**src/rtl/ptw_arb_pkg.sv**
```systemverilog
// Shared types and constants for the two-requester page-table-walk arbiter.
package ptw_arb_pkg;

  localparam int VPN_W = 27;
  localparam int PPN_W = 21;
  localparam int PTE_W = PPN_W + 7;
  localparam int unsigned TIMEOUT_CYCLES_DEF = 255;

  typedef struct packed {
    logic [PPN_W-1:0] ppn;
    logic             u;
    logic             ae_ptw;
    logic             ae_final;
    logic             pf;
    logic             gf;
    logic             sx;
    logic             px;
  } pte_entry_t;

  typedef enum logic [1:0] {
    ST_IDLE  = 2'd0,
    ST_ISSUE = 2'd1,
    ST_WAIT  = 2'd2,
    ST_DRAIN = 2'd3
  } state_t;

  // Timeout counter is at least 8 bits wide, wider only for large timeouts.
  function automatic int cnt_width(input int unsigned t);
    return (t > 255) ? $clog2(t + 1) : 8;
  endfunction

  // Refill entry returned when the walker never answers.
  function automatic pte_entry_t access_fault_entry();
    pte_entry_t e;
    e        = '0;
    e.ae_ptw = 1'b1;
    return e;
  endfunction

endpackage

```
**src/rtl/ptw_rr_arb2.sv**
```systemverilog
// Two-way round-robin grant: ptr names the requester favoured this cycle.
module ptw_rr_arb2 (
  input  logic [1:0] valid,
  input  logic       ptr,
  output logic [1:0] grant
);

  always_comb begin
    grant = 2'b00;
    if (ptr == 1'b0) begin
      if (valid[0])      grant = 2'b01;
      else if (valid[1]) grant = 2'b10;
    end else begin
      if (valid[1])      grant = 2'b10;
      else if (valid[0]) grant = 2'b01;
    end
  end

endmodule

```
**src/rtl/ptw_arbiter.sv**
```systemverilog
// Arbitrates ITLB/DTLB misses onto one page-table walker, one walk at a time,
// with a response timeout and flush handling. dbg_state mirrors the FSM.
module ptw_arbiter
  import ptw_arb_pkg::*;
#(
  parameter int unsigned TIMEOUT_CYCLES = TIMEOUT_CYCLES_DEF
) (
  input  logic               clock,
  input  logic               reset_n,
  input  logic [1:0]         io_req_valid,
  output logic [1:0]         io_req_ready,
  input  logic [2*VPN_W-1:0] io_req_vpn,
  output logic               io_ptw_req_valid,
  input  logic               io_ptw_req_ready,
  output logic [VPN_W-1:0]   io_ptw_req_vpn,
  input  logic               io_ptw_resp_valid,
  input  logic [PTE_W-1:0]   io_ptw_resp_entry,
  output logic [1:0]         io_resp_valid,
  output logic [PTE_W-1:0]   io_resp_entry,
  input  logic               io_flush,
  output logic               io_busy,
  output state_t             dbg_state
);

  localparam int CNT_W = cnt_width(TIMEOUT_CYCLES);

  // Handshakes: a transfer happens on a rising edge where valid and ready are
  // both high; valid never depends on ready and is held until the transfer.
  state_t           state_q, state_d;
  logic             ptr_q;
  logic             owner_q;
  logic [VPN_W-1:0] vpn_q;
  logic [CNT_W-1:0] cnt_q;
  logic             flush_q;
  logic [1:0]       resp_valid_q;
  pte_entry_t       resp_entry_q;

  logic [1:0] grant;
  logic       grant_fire;
  logic       issue_fire;
  logic       deliver;
  logic       timeout;

  ptw_rr_arb2 u_rr (
    .valid (io_req_valid),
    .ptr   (ptr_q),
    .grant (grant)
  );

  always_ff @(posedge clock or negedge reset_n) begin
    if (!reset_n) state_q <= ST_IDLE;
    else          state_q <= state_d;
  end

  always_comb begin
    state_d      = state_q;
    io_req_ready = 2'b00;
    grant_fire   = 1'b0;
    issue_fire   = 1'b0;
    deliver      = 1'b0;
    timeout      = 1'b0;
    case (state_q)
      ST_IDLE: begin
        // Gated by reset so nothing looks accepted while the block is held.
        io_req_ready = reset_n ? grant : 2'b00;
        if (|grant) begin
          grant_fire = 1'b1;
          state_d    = ST_ISSUE;
        end
      end
      ST_ISSUE: begin
        if (io_ptw_req_ready) begin
          issue_fire = 1'b1;
          state_d    = (flush_q || io_flush) ? ST_DRAIN : ST_WAIT;
        end
      end
      ST_WAIT: begin
        if (io_flush && io_ptw_resp_valid) begin
          state_d = ST_IDLE;
        end else if (io_flush) begin
          state_d = ST_DRAIN;
        end else if (io_ptw_resp_valid) begin
          deliver = 1'b1;
          state_d = ST_IDLE;
        end else if (cnt_q <= CNT_W'(1)) begin
          // The counter hits zero on this edge: WAIT lasts TIMEOUT_CYCLES cycles.
          timeout = 1'b1;
          state_d = ST_DRAIN;
        end
      end
      ST_DRAIN: begin
        if (io_ptw_resp_valid) state_d = ST_IDLE;
      end
      default: state_d = ST_IDLE;
    endcase
  end

  always_ff @(posedge clock or negedge reset_n) begin
    if (!reset_n) begin
      ptr_q        <= 1'b0;
      owner_q      <= 1'b0;
      vpn_q        <= '0;
      cnt_q        <= '0;
      flush_q      <= 1'b0;
      resp_valid_q <= 2'b00;
      resp_entry_q <= '0;
    end else begin
      resp_valid_q <= 2'b00;
      if (grant_fire) begin
        owner_q <= grant[1];
        ptr_q   <= ~grant[1];
        vpn_q   <= grant[1] ? io_req_vpn[2*VPN_W-1:VPN_W] : io_req_vpn[VPN_W-1:0];
      end
      if (state_q == ST_ISSUE) flush_q <= issue_fire ? 1'b0 : (flush_q | io_flush);
      if (issue_fire) begin
        cnt_q <= CNT_W'(TIMEOUT_CYCLES);
      end else if (state_q == ST_WAIT && cnt_q != '0) begin
        cnt_q <= cnt_q - CNT_W'(1);
      end
      if (deliver) begin
        resp_valid_q <= owner_q ? 2'b10 : 2'b01;
        resp_entry_q <= io_ptw_resp_entry;
      end else if (timeout) begin
        resp_valid_q <= owner_q ? 2'b10 : 2'b01;
        resp_entry_q <= access_fault_entry();
      end
    end
  end

  assign io_ptw_req_valid = (state_q == ST_ISSUE);
  assign io_ptw_req_vpn   = vpn_q;
  assign io_resp_valid    = resp_valid_q;
  assign io_resp_entry    = resp_entry_q;
  assign io_busy          = (state_q != ST_IDLE);
  assign dbg_state        = state_q;

endmodule

```
**config.mk**
```make
export PLATFORM = sky130hd
export DESIGN_NAME = ptw_arbiter
export DESIGN_NICKNAME = d
export VERILOG_FILES = /design/src/rtl/ptw_arb_pkg.sv /design/src/rtl/ptw_rr_arb2.sv /design/src/rtl/ptw_arbiter.sv
export SDC_FILE = /design/constraint.sdc
export NUM_CORES = 1
export LEC_CHECK = 0
export BUFFER_PORTS_ARGS = -buffer_cell sky130_fd_sc_hd__buf_2
export CORE_ASPECT_RATIO = 1.5
export CORE_MARGIN = 2
export CORE_UTILIZATION = 47
export CTS_CLUSTER_DIAMETER = 60
export DETAILED_ROUTE_END_ITERATION = 16
export PLACE_DENSITY = 0.84
export SLEW_MARGIN = 5
export SYNTH_ARGS = -nofsm -noshare
export SYNTH_HDL_FRONTEND = slang
export SYNTH_SLANG_ARGS = --single-unit
```
**constraint.sdc**
```tcl
create_clock -name clock -period 2 [get_ports clock]
set_input_delay 0.1 -clock clock [delete_from_list [all_inputs] [get_ports clock]]
set_output_delay 0.1 -clock clock [all_outputs]
set_load 0.1 [all_outputs]
```
== After elaboration in Yosys (flattened, before gate mapping) ==
Cells that the tools add are included.

* Output and inout bits: 63
* Flip-flop bits (word level): 70
* Word-level logic and storage cells: 74

* Reduce and logical (&&, ||, !) cells: 10
* Muxes and demuxes: 38
* Bitwise operators: 2
* Order comparisons: 1
* Add/sub/neg operators: 1
* Eq/ne operators: 7

{| class="wikitable"
|+ Operators by type and width
! kind !! number
|-
| 2-to-1 mux 28 bit || 2
|-
| 2-to-1 mux 2 bit || 16
|-
| 2-to-1 mux 27 bit || 1
|-
| 2-to-1 mux 1 bit || 16
|-
| 2-to-1 mux 8 bit || 2
|-
| <= comparator 8 x 1 -> 1 bit, second input constant || 1
|-
| one-hot mux 2 bit (4 select lines) || 1
|-
| nonzero test 8 bit || 1
|-
| subtractor 8 x 1 -> 8 bit, second input constant || 1
|-
| nonzero test 2 bit || 3
|-
| != test 5 bit, second input constant || 1
|-
| == test 2 bit, second input constant || 2
|-
| != test 2 bit, second input constant || 2
|-
| AND reduction 4 bit || 1
|-
| == test 2 x 1 -> 1 bit, second input constant || 1
|-
| logical AND 1 bit || 2
|-
| zero test 2 bit || 1
|-
| != test 2 x 1 -> 1 bit, second input constant || 1
|-
| OR reduction 2 bit || 1
|-
| logical OR 1 bit || 1
|-
| NOT 1 bit || 1
|-
| OR 1 bit || 1
|}

== Logic depth before layout (Yosys ltp) ==
Gate-level depths: netlist of the first run.

* Depth in word-level cells: 8
* Depth in mapped cells: 7

== By module ==
Synthesis of the first run repeated with hierarchy kept, for this count alone.

* Cells, all modules: 333
* Area total of the unflattened synthesis: 3,474.6 µm²

{| class="wikitable"
|+ Modules (own cells, without submodules)
! module !! cells each !! instances !! area each (µm²) !! sequential area each (µm²)
|-
| ptw_arbiter || 330 || 1 || 3,455.8 || 1,751.7
|-
| ptw_rr_arb2 || 3 || 1 || 18.8 || 0.0
|}

== Least setup slack after synthesis of the first run ==
Ideal clock, no wire load.

* Kind: register -> register
* Start point: register state_q[0] (netlist: dbg_state[0])
* End point: register cnt_q[1]
* Setup slack: -1,092 ps
* Stages on the path, launching flop included: 5
* Period minus slack after synthesis: 3,092 ps
* Required time: 1,913 ps
* Path buffers: 1
* Arrival time: 3,005 ps
* Cells stage by stage: dfrtp_1 > buf_6 > nor2b_1 > nand2_1 > o211ai_1

* Longest elaborated chain between the ends: 3
* Elaborated cells on any way between the ends: 6
* Classes of those cells: eq/ne (2); mux (2); reduce/logical (2)

{| class="wikitable"
|+ RTL lines
! element !! RTL line !! text
|-
| start: declaration || ptw_arbiter.sv:29 || <nowiki>state_t state_q, state_d;</nowiki>
|-
| start signal: assignment || ptw_arbiter.sv:52 || <nowiki>else state_q <= state_d;</nowiki>
|-
| == test 2 x 1 -> 1 bit * || n/a ||
|-
| net io_ptw_req_valid || ptw_arbiter.sv:13 || <nowiki>output logic io_ptw_req_valid,</nowiki>
|-
| 2-to-1 mux 1 bit * || ptw_arbiter.sv:62 || <nowiki>case (state_q)</nowiki>
|-
| 2-to-1 mux 8 bit or nonzero test 2 bit (tied branches) || n/a ||
|-
| end signal: assignment || ptw_arbiter.sv:116 || <nowiki>cnt_q <= CNT_W'(TIMEOUT_CYCLES);</nowiki>
|-
| end signal: assignment || ptw_arbiter.sv:118 || <nowiki>cnt_q <= cnt_q - CNT_W'(1);</nowiki>
|-
| end: declaration || ptw_arbiter.sv:33 || <nowiki>logic [CNT_W-1:0] cnt_q;</nowiki>
|}

The timed path passes the listed nets; every way through them passes the cells marked *.
A chain may end at the register's enable or synchronous reset.

== Final worst setup path of the first run ==
* Start point: register state_q[1] (netlist: dbg_state[1])
* End point: output port io_req_ready[1]

* Longest elaborated chain between the ends: 2

{| class="wikitable"
|+ RTL lines
! element !! RTL line !! text
|-
| zero test 2 bit || ptw_arbiter.sv:62 ||
|-
| 2-to-1 mux 2 bit || ptw_arbiter.sv:62 ||
|-
| end: declaration || ptw_arbiter.sv:11 || <nowiki>output logic [1:0] io_req_ready,</nowiki>
|}

No other way between the ends.

==> metrics.txt, run 1 <==
setup repair after global routing missed its margin false; number of synthesized flops with an enable pin 0; pwr dens 1800 mW/mm^2; area growth from synthesis to layout 49.7%; clock tree from TritonCTS yes; Crit Reg-Reg Startpoint dbg_state[0]; nature of the critical path endpoint primary output; proportion of layout cells with a drive suffix above 1 39.9%; register-to-register path setup slack 290 ps; depth of the most critical reg-to-reg path 3; Remaining DRCs 0; number of warnings issued by yosys 0; count of maximum capacitance violations 0; Post-Syn Area approximately 0.0032 sq mm; final cell count without fillers 559; clk_lat worst skew ~340 ps; sequential share of the synthesized area between 50 and 60%; startpoint kind of the worst setup timing path flop; destination of the critical timing path io_req_ready[1]; Ports 152; number of vias per cell about 5.8; number of levels in the clock H-tree 3; wire length per cell after detailed routing ~19 microns; sum of negative setup slack 0 ps; root buffer cell sky130_fd_sc_hd__clkbuf_8; cell total after placement 494; critical path fanouts, max 11; antenna diode count 0; Initial Util 48.0%; 1st-pass router iterations 5; post-synthesis cell type count 43; hold_ws around 19 ps; Die Span X slightly above 70 microns; per-instance average area after synthesis approximately 12 sq um; number of antenna violations at the first check in global routing 0; IR Drop Worst-Case VDD 1.93 mV; vias after detailed routing 3215; number of input and output port buffers inserted 151; nets in the synthesized netlist 364; Max Freq 537 MHz; status complete, no violations; Hold Vio Cnt, Final 0; count of nets left with antenna violations after detail routing 0; dominant synthesized flop cell sky130_fd_sc_hd__dfrtp_1; CP Data Required Time about 1900 ps; async set-or-reset flop fraction in the synthesized netlist between 90% and 100%; terminus of the critical flop-to-flop path cnt_q[3]; detailed placer's ending HPWL a little under 6 mm; total of flip-flops plus latches after synthesis 70; weighted congestion at the end of routability-driven global placement between 0.8 and 0.9; vias in the first global route roughly 3400; TritonCTS buffer count 9; die height 106 microns; ranking of synthesized cells by area sky130_fd_sc_hd__dfrtp_1 (54%), sky130_fd_sc_hd__a221o_1 (8.3%), sky130_fd_sc_hd__a22o_1 (7.6%), sky130_fd_sc_hd__a21o_1 (6.2%), sky130_fd_sc_hd__a21boi_0 (6.0%); routed wire length 10.6 mm; die outline area between 0.007 and 0.008 sq mm; measured slew at the worst slew-check pin 877 ps; area of the core 0.00676 sq mm; Clock Skew 12.0 ps; maximum clock path buffer count 2; Max Transition Viols Final 0; Row Count 37; number of clock sinks 70; drt first-iter violations 189; arrival time reported for the critical path endpoint 1760 ps; area share of the largest cell type after synthesis 53.9%; wire length of the first global-routing pass about 17 mm; remaining max-slew budget at the tightest pin 41.6%; Fillers between 400 and 500; Power Total 8.73 mW; leakage power 2.23 nW; Final Net Count 569; setup violators final 0; worst setup path start dbg_state[1]; min cycle time layout between 1500 and 2000 ps; grt ovf 0; Setup WS pre-CTS between 200 and 300 ps; Syn Inst Count 273; largest area contributor in the netlist sky130_fd_sc_hd__dfrtp_1; maximum number of pins on one net before global-route repair 46; class of the most critical hold timing path in -> reg; Total GRT Usage about 28%; fin crit share 93.1%; clock transition at the registers of the reported paths about 70 ps; category of the critical setup timing path reg -> out; setup slack after layout around 140 ps
## Yosys cell counts, types with 3 or more instances
cell                       number
sky130_fd_sc_hd__nor3_1         3
sky130_fd_sc_hd__a21o_1        27
sky130_fd_sc_hd__a21oi_1        4
sky130_fd_sc_hd__a221o_1       27
sky130_fd_sc_hd__inv_1          5
sky130_fd_sc_hd__a22o_1        28
sky130_fd_sc_hd__buf_2         14
sky130_fd_sc_hd__clkbuf_1       9
sky130_fd_sc_hd__nand2_1        3
sky130_fd_sc_hd__nor2_1        12
sky130_fd_sc_hd__mux2i_1        5
sky130_fd_sc_hd__a21boi_0      26
sky130_fd_sc_hd__dfrtp_1       70
## worst max-delay path, cell delays in order (launching register included)
cell,delay (ps)
sky130_fd_sc_hd__dfrtp_2,490
sky130_fd_sc_hd__nor2_2,240
sky130_fd_sc_hd__and3_2,320
sky130_fd_sc_hd__and2_4,190
sky130_fd_sc_hd__buf_12,170
## worst min-delay path by stage
stage	start	end	slack, ps	cells past startpoint
final	io_req_vpn[40]	io_ptw_req_vpn[13]	20	2
after global routing	io_req_vpn[46]	io_ptw_req_vpn[19]	10	2
after global placement	reset_n	io_ptw_req_vpn[17]	180	2
after CTS	io_req_vpn[23]	io_ptw_req_vpn[23]	0.8	2
after floorplan	reset_n	cnt_q[0]	-200	0
after detailed placement	reset_n	io_ptw_req_vpn[17]	190	2
## logic make-up after synthesis
group           synth area share [%]
flops                           53.9
compound gates                  32.0
mux                             1.54
buf+inv                         4.12
simple gates                    7.63
fa+ha+maj                      0.771
## per-stage QoR
stage	cell area (sq um)	utilization (%)
floorplan	3260	-
global placement	4170	61.7
detailed placement	4170	61.7
CTS	4860	71.8
global route	4860	71.9
finish	4860	71.9
## report_power, final
part / internal (mW) / total, mW / switching (mW)
Sequential: 1.89 / 2.26 / 0.373
Combinational: 1.25 / 5.45 / 4.20
Clock: 0.537 / 1.03 / 0.489
Total: 3.67 / 8.73 / 5.06
## state kept, by name (all words and copies together) (netlist names)
name / cells
io_ptw_req_vpn: 27
io_resp_valid: 2
cnt_q: 8
dbg_state: 2
io_resp_entry: 28
flush_q: 1
ptr_q: 1
owner_q: 1
## cell type report
| type | instances | area, sq um | area share, % |
|---|---|---|---|
| tap | 78 | 97.6 | 2.01 |
| timing repair buffer | 218 | 1420 | 29.1 |
| clock inverter | 1 | 5.00 | 0.103 |
| multi-input combinational | 174 | 1400 | 28.8 |
| sequential | 70 | 1750 | 36.1 |
| inverter | 5 | 18.8 | 0.386 |
| clock buffer | 13 | 169 | 3.48 |
## per-layer routing
| layer | vias to the layer above | GRT usage [%] | wire length, microns |
|---|---|---|---|
| met5 | - | 0 | 0 |
| met4 | 0 | 15.0 | 407 |
| met3 | 39 | 9.56 | 904 |
| met2 | 197 | 46.2 | 5110 |
| met1 | 1517 | 32.8 | 4150 |
| li1 | 1462 | - | - |
## placed cells by master (no fill, tap or decap), drive strengths merged, types with 5 or more instances in the layout
master,instances
a21o,27
a22o,28
clkbuf,13
dfrtp,70
a21boi,27
buf,167
dlygate4sd3,51
mux2i,5
inv,5
nor2,12
a221o,27
## timing repair
| action | in CTS | in global routing |
|---|---|---|
| hold buffers | 51 | 0 |
| setup buffers | 0 | 0 |
| resized for setup | 0 | 2 |
| setup endpoints to repair | 0 | 3 |
| endpoints found under the hold margin | 96 | 0 |
Power figures use the tool's default switching activity.
==> run 2, diff against run 1 <==
Settings changed: ABC_AREA from default to 1, CORE_UTILIZATION 47 to 46, PLACE_DENSITY 0.84 to 0.83.
==> run 2 against run 1 <==
  * Worst hold slack gained 15 ps
  * Area after synthesis shrank 1.9%
  * Utilization grew 3.3 points
  * Largest cell class unchanged
  * Critical path depth is the same
  * Highest routed layer unchanged
  * Non-clock buffer count grew 23
==> metrics.txt, run 2 <==
per-instance average area after synthesis 8.00 sq um (-33%); Initial Util 46.8% (-1.2 points); 1st-pass router iterations 5 (unchanged); Register Area 0.00176 sq mm (+0.14%); worst-case hold path end point io_resp_entry[5]; critical path fanouts, max 6 (-5); count of maximum capacitance violations 0 (unchanged); measured slew at the worst slew-check pin 753 ps (-124 ps); category of the critical setup timing path reg -> out; die height 106 microns (+0.12%); most instantiated cells after synthesis sky130_fd_sc_hd__nand2_1 (175), sky130_fd_sc_hd__nand3_1 (76), sky130_fd_sc_hd__dfrtp_1 (70); Max Freq 546 MHz (+1.6%); dominant synthesized flop cell sky130_fd_sc_hd__dfrtp_1; Fillers 417 (-8.4%); number of levels in the clock H-tree 3 (unchanged); ranking of synthesized cells by area sky130_fd_sc_hd__dfrtp_1 (55%), sky130_fd_sc_hd__nand2_1 (21%), sky130_fd_sc_hd__nand3_1 (12%), sky130_fd_sc_hd__inv_1 (2.4%), sky130_fd_sc_hd__nor2_1 (1.9%); class of the most critical hold timing path in -> reg; wire length of the first global-routing pass 18.3 mm (+10%); most frequently used cell type in the post-synthesis netlist sky130_fd_sc_hd__nand2_1; number of synthesized flops with an enable pin 0 (unchanged); vias in the first global route 3859 (+13%); combined area of the multi-input logic cells 0.00129 sq mm (-7.7%); sequential share of the synthesized area 55.0% (+1.0 points); startpoint kind of the worst setup timing path flop; proportion of layout cells with a drive suffix above 1 29.1% (-11 points); maximum clock path buffer count 2 (unchanged); Row Count 37 (unchanged); min cycle time layout 1830 ps (-29.6 ps); Ports 152 (unchanged); weighted congestion at the end of routability-driven global placement 0.927 (+16%); fin crit share 91.6% (-1.5 points); nature of the critical path endpoint primary output; number of cells on the worst hold path 4 (+2); register-to-register path setup slack 220 ps (-70 ps); post-synthesis cell type count 22 (-49%); die outline area 0.00762 sq mm (+0.23%); detailed placer's ending HPWL 5.96 mm (+1.4%); area share of the largest cell type after synthesis 55.0% (+1.0 points); number of antenna violations at the first check in global routing 0 (unchanged); Largest register FFs 28 (unchanged); total of flip-flops plus latches after synthesis 70 (unchanged); Total GRT Usage 31.3% (+2.8 points); maximum number of pins on one net before global-route repair 60 (+30%); number of warnings issued by yosys 0 (unchanged); clk_lat worst skew 360 ps (+20 ps); most used cells in the layout excluding fill and tap cells sky130_fd_sc_hd__nand2_1 (175), sky130_fd_sc_hd__buf_2 (149), sky130_fd_sc_hd__dlygate4sd3_1 (84); nets in the synthesized netlist 489 (+34%); remaining max-slew budget at the tightest pin 49.8% (+8.2 points); Syn Inst Count 398 (+46%); status complete, no violations; grt ovf 0 (unchanged); depth of the most critical reg-to-reg path 9 (+6); Clock Skew 14.0 ps (+2.01 ps); most common cell after layout, fill and taps aside sky130_fd_sc_hd__nand2_1; async set-or-reset flop fraction in the synthesized netlist 100% (unchanged); terminus of the critical flop-to-flop path cnt_q[6]; root buffer cell sky130_fd_sc_hd__clkbuf_8; antenna diode count 0 (unchanged); Post-Syn Area 0.00319 sq mm (-1.9%); number of clock sinks 70 (unchanged); setup repair after global routing missed its margin false; Final Net Count 725 (+27%); TritonCTS buffer count 9 (unchanged); clock transition at the registers of the reported paths 80 ps (about the same); setup violators final 0 (unchanged); Crit Reg-Reg Startpoint cnt_q[0]; area growth from synthesis to layout 60.7%; drt first-iter violations 293 (+55%); routed wire length 11.3 mm (+7.2%); wire length per cell after detailed routing 15.8 microns (-16%); source of the worst hold timing path io_ptw_resp_entry[5]; Remaining DRCs 0 (unchanged); Max Transition Viols Final 0 (unchanged); vias after detailed routing 3762 (+17%); CP Data Required Time 1900 ps (about the same); area of the core 0.00681 sq mm (+0.69%); number of vias per cell 5.25 (-8.8%); count of nets left with antenna violations after detail routing 0 (unchanged); Die Span X 71.9 microns (+0.11%); clock tree from TritonCTS yes; largest area contributor in the netlist sky130_fd_sc_hd__dfrtp_1; sum of negative setup slack 0 ps (unchanged); arrival time reported for the critical path endpoint 1730 ps (-30 ps); Hold Vio Cnt, Final 0 (unchanged); number of input and output port buffers inserted 151 (unchanged)
-- run 2: changes by cell type in the layout (fill, tap and decap cells not counted), sizes merged, moves of 10 or more --
| cell | change |
|---|---|
| a21boi | -26 |
| a21o | -27 |
| nand3 | +74 |
| a22o | -28 |
| buf | -10 |
| nand2 | +172 |
| inv | +18 |
| a221o | -27 |
| dlygate4sd3 | +33 |
-- run 2: critical path, cell delays in order, from the launching register on --
cell and delay (ps):
sky130_fd_sc_hd__dfrtp_4 510, sky130_fd_sc_hd__nor2_2 230, sky130_fd_sc_hd__nand2_1 140, sky130_fd_sc_hd__a211oi_4 280
sky130_fd_sc_hd__buf_12 210
-- run 2: logic make-up (layout without fill, tap and decap cells) --
logic type | after synthesis | count (layout) | share of synthesized area [%]
and+or+nand+nor | 274 | 274 | 35.9
AOI/OAI and AO/OA | 14 | 14 | 2.95
DFF | 70 | 70 | 55.0
buffers and inverters | 38 | 279 | 5.42
adders and majority gates | 2 | 2 | 0.785
-- run 2: layout make-up --
class                   instances  area share (%)
flip-flops and latches         70            34.3
repair buffers                241            32.6
multi-input cells             290            25.2
clock buffers                   9            2.42
well taps                      78            1.91
clock inverters                 7            1.88
inverters                      22            1.61
-- run 2: repair_timing --
| item | in CTS | in global routing |
|---|---|---|
| hold endpoints to repair | 67 | 0 |
| resized for setup | 0 | 1 |
| hold buffers | 84 | 0 |
| buffers inserted | 0 | 0 |
| setup endpoints to repair | 0 | 3 |
-- run 2: how the worst max path moves through the flow --
stage	start	depth (start not counted)	end	slack, ps
after CTS	dbg_state[0]	4	io_req_ready[0]	180
after global placement	cnt_q[0]	9	cnt_q[3]	320
final	dbg_state[0]	4	io_req_ready[0]	170
after floorplan	dbg_state[1]	3	io_req_ready[0]	20
after global routing	cnt_q[0]	9	cnt_q[3]	20
after detailed placement	cnt_q[0]	9	cnt_q[1]	250
-- run 2: metal layers --
metal  part of all wire (%)  wire length [microns]  global-route usage, %
met1                     36                   4050                   35.5
met2                     51                   5770                   53.2
met3                    8.6                    970                   7.96
met4                    4.7                    534                   16.7
met5                      0                      0                      0
-- run 2: stage by stage --
step                      instance area (sq um)  hold slack, ps  std cells  setup WS [ps]  util (%)
after floorplan                            3220            -196        398           16.7         -
after global placement                     4060         -0.0422        617            318      59.6
after detailed placement                   4060            4.92        617            255      59.6
after CTS                                  5120            24.2        717            178      75.2
after global routing                       5120            56.4        717           22.2      75.2
final                                      5120            34.5        717            168      75.2
Power of run 2 is not shown: default switching activity piles up to over one toggle a cycle in this logic, so the estimate is an artifact.
==> run 3, diff against run 2 <==
Settings changed: CORE_UTILIZATION 46 to 47, PLACE_DENSITY 0.83 to 0.84, SYNTH_HIERARCHICAL from default to 1.
==> run 3 against run 2 <==
  * The flow now finishes with violations (hold timing)
  * Die area grew 0.28%
  * Global-route usage is 0.24 points higher
  * Non-clock buffer count down 5
  * Final area is 0.17% lower
  * First-iteration DRC count rose by 25%
  * Register-to-register slack better by 50 ps
  * Area after synthesis increased by 2.5%
  * Utilization is 0.13 points lower
  * Worst setup slack better by 76 ps
  * Critical path type unchanged
  * Critical endpoint is now io_req_ready[1]
==> metrics.txt, run 3 <==
number of vias per cell 5.44 (+3.7%); area growth from synthesis to layout 56.6%; area share of the largest cell type after synthesis 53.7% (-1.3 points); TritonCTS buffer count 9 (unchanged); fin crit share 87.8% (-3.8 points); most frequently used cell type in the post-synthesis netlist sky130_fd_sc_hd__nand2_1; die outline area 0.00764 sq mm (+0.28%); combined area of the multi-input logic cells 0.00132 sq mm (+2.1%); startpoint kind of the worst setup timing path flop; clock tree from TritonCTS yes; measured slew at the worst slew-check pin 861 ps (+108 ps); status finished, violations left; sum of negative setup slack 0 ps (unchanged); count of maximum capacitance violations 0 (unchanged); post-synthesis cell type count 23 (+4.5%); Fillers 434 (+4.1%); number of input and output port buffers inserted 151 (unchanged); arrival time reported for the critical path endpoint 1660 ps (-70 ps); vias after detailed routing 3894 (+3.5%); Largest register FFs 28 (unchanged); Ports 152 (unchanged); Final Net Count 724 (-0.14%); Initial Util 48.0% (+1.2 points); nature of the critical path endpoint primary output; die height 106 microns (+0.14%); Max Freq 569 MHz (+4.3%); Die Span X 72.0 microns (+0.14%); weighted congestion at the end of routability-driven global placement 0.939 (+1.3%); sequential share of the synthesized area 53.7% (-1.3 points); maximum clock path buffer count 2 (unchanged); class of the most critical hold timing path in -> async; most common cell after layout, fill and taps aside sky130_fd_sc_hd__buf_2; root buffer cell sky130_fd_sc_hd__clkbuf_8; most instantiated cells after synthesis sky130_fd_sc_hd__nand2_1 (147), sky130_fd_sc_hd__nand3_1 (100), sky130_fd_sc_hd__dfrtp_1 (70); placed cell area 0.00411 sq mm (+1.4%); dominant synthesized flop cell sky130_fd_sc_hd__dfrtp_1; routed wire length 11.6 mm (+2.2%); clock transition at the registers of the reported paths 80 ps (about the same); maximum number of pins on one net before global-route repair 71 (+18%); nets in the synthesized netlist 497 (+1.6%); proportion of layout cells with a drive suffix above 1 30.5% (+1.3 points); Clock Skew 16.7 ps (+2.73 ps); number of synthesized flops with an enable pin 0 (unchanged); 1st-pass router iterations 5 (unchanged); setup violators final 0 (unchanged); Register Area 0.00176 sq mm (unchanged); detailed placer's ending HPWL 6.02 mm (+0.94%); vias in the first global route 4027 (+4.4%); per-instance average area after synthesis 8.04 sq um (+0.46%); largest area contributor in the netlist sky130_fd_sc_hd__dfrtp_1; Total GRT Usage 31.6% (+0.24 points); setup repair after global routing missed its margin false; count of nets left with antenna violations after detail routing 0 (unchanged); Syn Inst Count 406 (+2.0%); async set-or-reset flop fraction in the synthesized netlist 100% (unchanged); Row Count 37 (unchanged); Hold Vio Cnt, Final 51 (+51); hold_ws -23.8 ps (-58.3 ps); number of warnings issued by yosys 6 (+6); area of the core 0.00681 sq mm (unchanged); number of clock sinks 70 (unchanged); drt first-iter violations 365 (+25%); remaining max-slew budget at the tightest pin 42.6% (-7.2 points); most used cells in the layout excluding fill and tap cells sky130_fd_sc_hd__buf_2 (149), sky130_fd_sc_hd__nand2_1 (146), sky130_fd_sc_hd__nand3_1 (100); CP Data Required Time 1900 ps (about the same); Post-Syn Area 0.00326 sq mm (+2.5%); ranking of synthesized cells by area sky130_fd_sc_hd__dfrtp_1 (54%), sky130_fd_sc_hd__nand2_1 (17%), sky130_fd_sc_hd__nand3_1 (15%), sky130_fd_sc_hd__inv_1 (2.8%), sky130_fd_sc_hd__buf_4 (1.6%); total of flip-flops plus latches after synthesis 70 (unchanged); Final Cell Area 0.00511 sq mm (-0.17%); category of the critical setup timing path reg -> out; violated checks hold timing; wire length of the first global-routing pass 18.4 mm (+0.79%); number of levels in the clock H-tree 3 (unchanged); wire length per cell after detailed routing 16.2 microns (+2.3%); Remaining DRCs 0 (unchanged); min cycle time layout 1760 ps (-75.8 ps); clk_lat worst skew 350 ps (about the same); number of antenna violations at the first check in global routing 1 (+1); critical path fanouts, max 7 (+1); grt ovf 0 (unchanged); Max Transition Viols Final 0 (unchanged)
==> run 3: cell types whose count changed after synthesis, moves of 2 or more <==
cell,before,now
sky130_fd_sc_hd__nand3_1,76,100
sky130_fd_sc_hd__a21oi_1,3,0
sky130_fd_sc_hd__nand2_1,175,147
sky130_fd_sc_hd__nor2_2,3,1
sky130_fd_sc_hd__inv_1,20,24
sky130_fd_sc_hd__o21ai_1,0,2
sky130_fd_sc_hd__nor2_1,16,14
sky130_fd_sc_hd__inv_2,1,5
sky130_fd_sc_hd__a21oi_2,0,2
sky130_fd_sc_hd__buf_4,1,7
sky130_fd_sc_hd__nand4_1,2,5
==> run 3: per-layer routing <==
layer	wire (microns)	part of all wire, %	vias up	global-route usage (%)
met2	5940	51	249	53.2
met5	0	0	-	0
met1	3950	34	1805	33.7
met3	876	7.6	78	8.25
met4	808	7.0	0	21.7
li1	-	-	1762	-
==> run 3: layout make-up <==
class                           count  area share, %
Antenna cell                        1         0.0490
Clock inverter                      3          0.832
Sequential cell                    70           34.4
Clock buffer                       12           3.23
Multi-Input combinational cell    287           25.8
Timing Repair Buffer              236           31.7
Inverter                           29           2.13
Tap cell                           78           1.91
==> run 3: logic make-up after synthesis <==
group,after synthesis,synth area share [%]
AOI/OAI and AO/OA,13,2.41
adders and majority gates,2,0.766
buffers and inverters,49,6.98
DFF,70,53.7
and+or+nand+nor,272,36.2
==> run 3: stage by stage <==
step | setup slack (ps) | instances | hold slack, ps | utilization, %
after floorplan | 3.91 | 406 | -196 | -
after global placement | 323 | 622 | 302 | 60.4
after detailed placement | 208 | 622 | 307 | 60.4
after CTS | 156 | 715 | 0.708 | 75.0
after global routing | 61.1 | 716 | 6.41 | 75.1
final | 244 | 716 | -23.8 | 75.1
==> run 3: path summary, 6_finish.rpt <==
kind	from	endpoint	slack, ps	cells after the start
hold reg to reg	owner_q	io_resp_valid[0]	430	1
setup / recovery	dbg_state[1]	io_req_ready[1]	240	6
hold / removal	reset_n	io_resp_entry[10]	-20	2
max in group asynchronous	reset_n	dbg_state[1]	1380	2
min in group clock	io_req_vpn[16]	io_ptw_req_vpn[16]	20	3
setup reg to reg	cnt_q[0]	cnt_q[2]	270	9
==> run 3: timing repair <==
item,in CTS,in global routing
buffers inserted,0,0
hold endpoints to repair,56,0
hold buffers,78,0
gates resized for setup,0,3
setup endpoints to repair,0,5
==> run 3: worst max-delay path: stages (launching register included) <==
cell and delay, ps:
sky130_fd_sc_hd__dfrtp_4 530, sky130_fd_sc_hd__nor2_2 190, sky130_fd_sc_hd__inv_2 100, sky130_fd_sc_hd__nor2_4 90
sky130_fd_sc_hd__inv_1 80, sky130_fd_sc_hd__nor2_4 130, sky130_fd_sc_hd__buf_12 180
Power of run 3 is left out for the same reason.
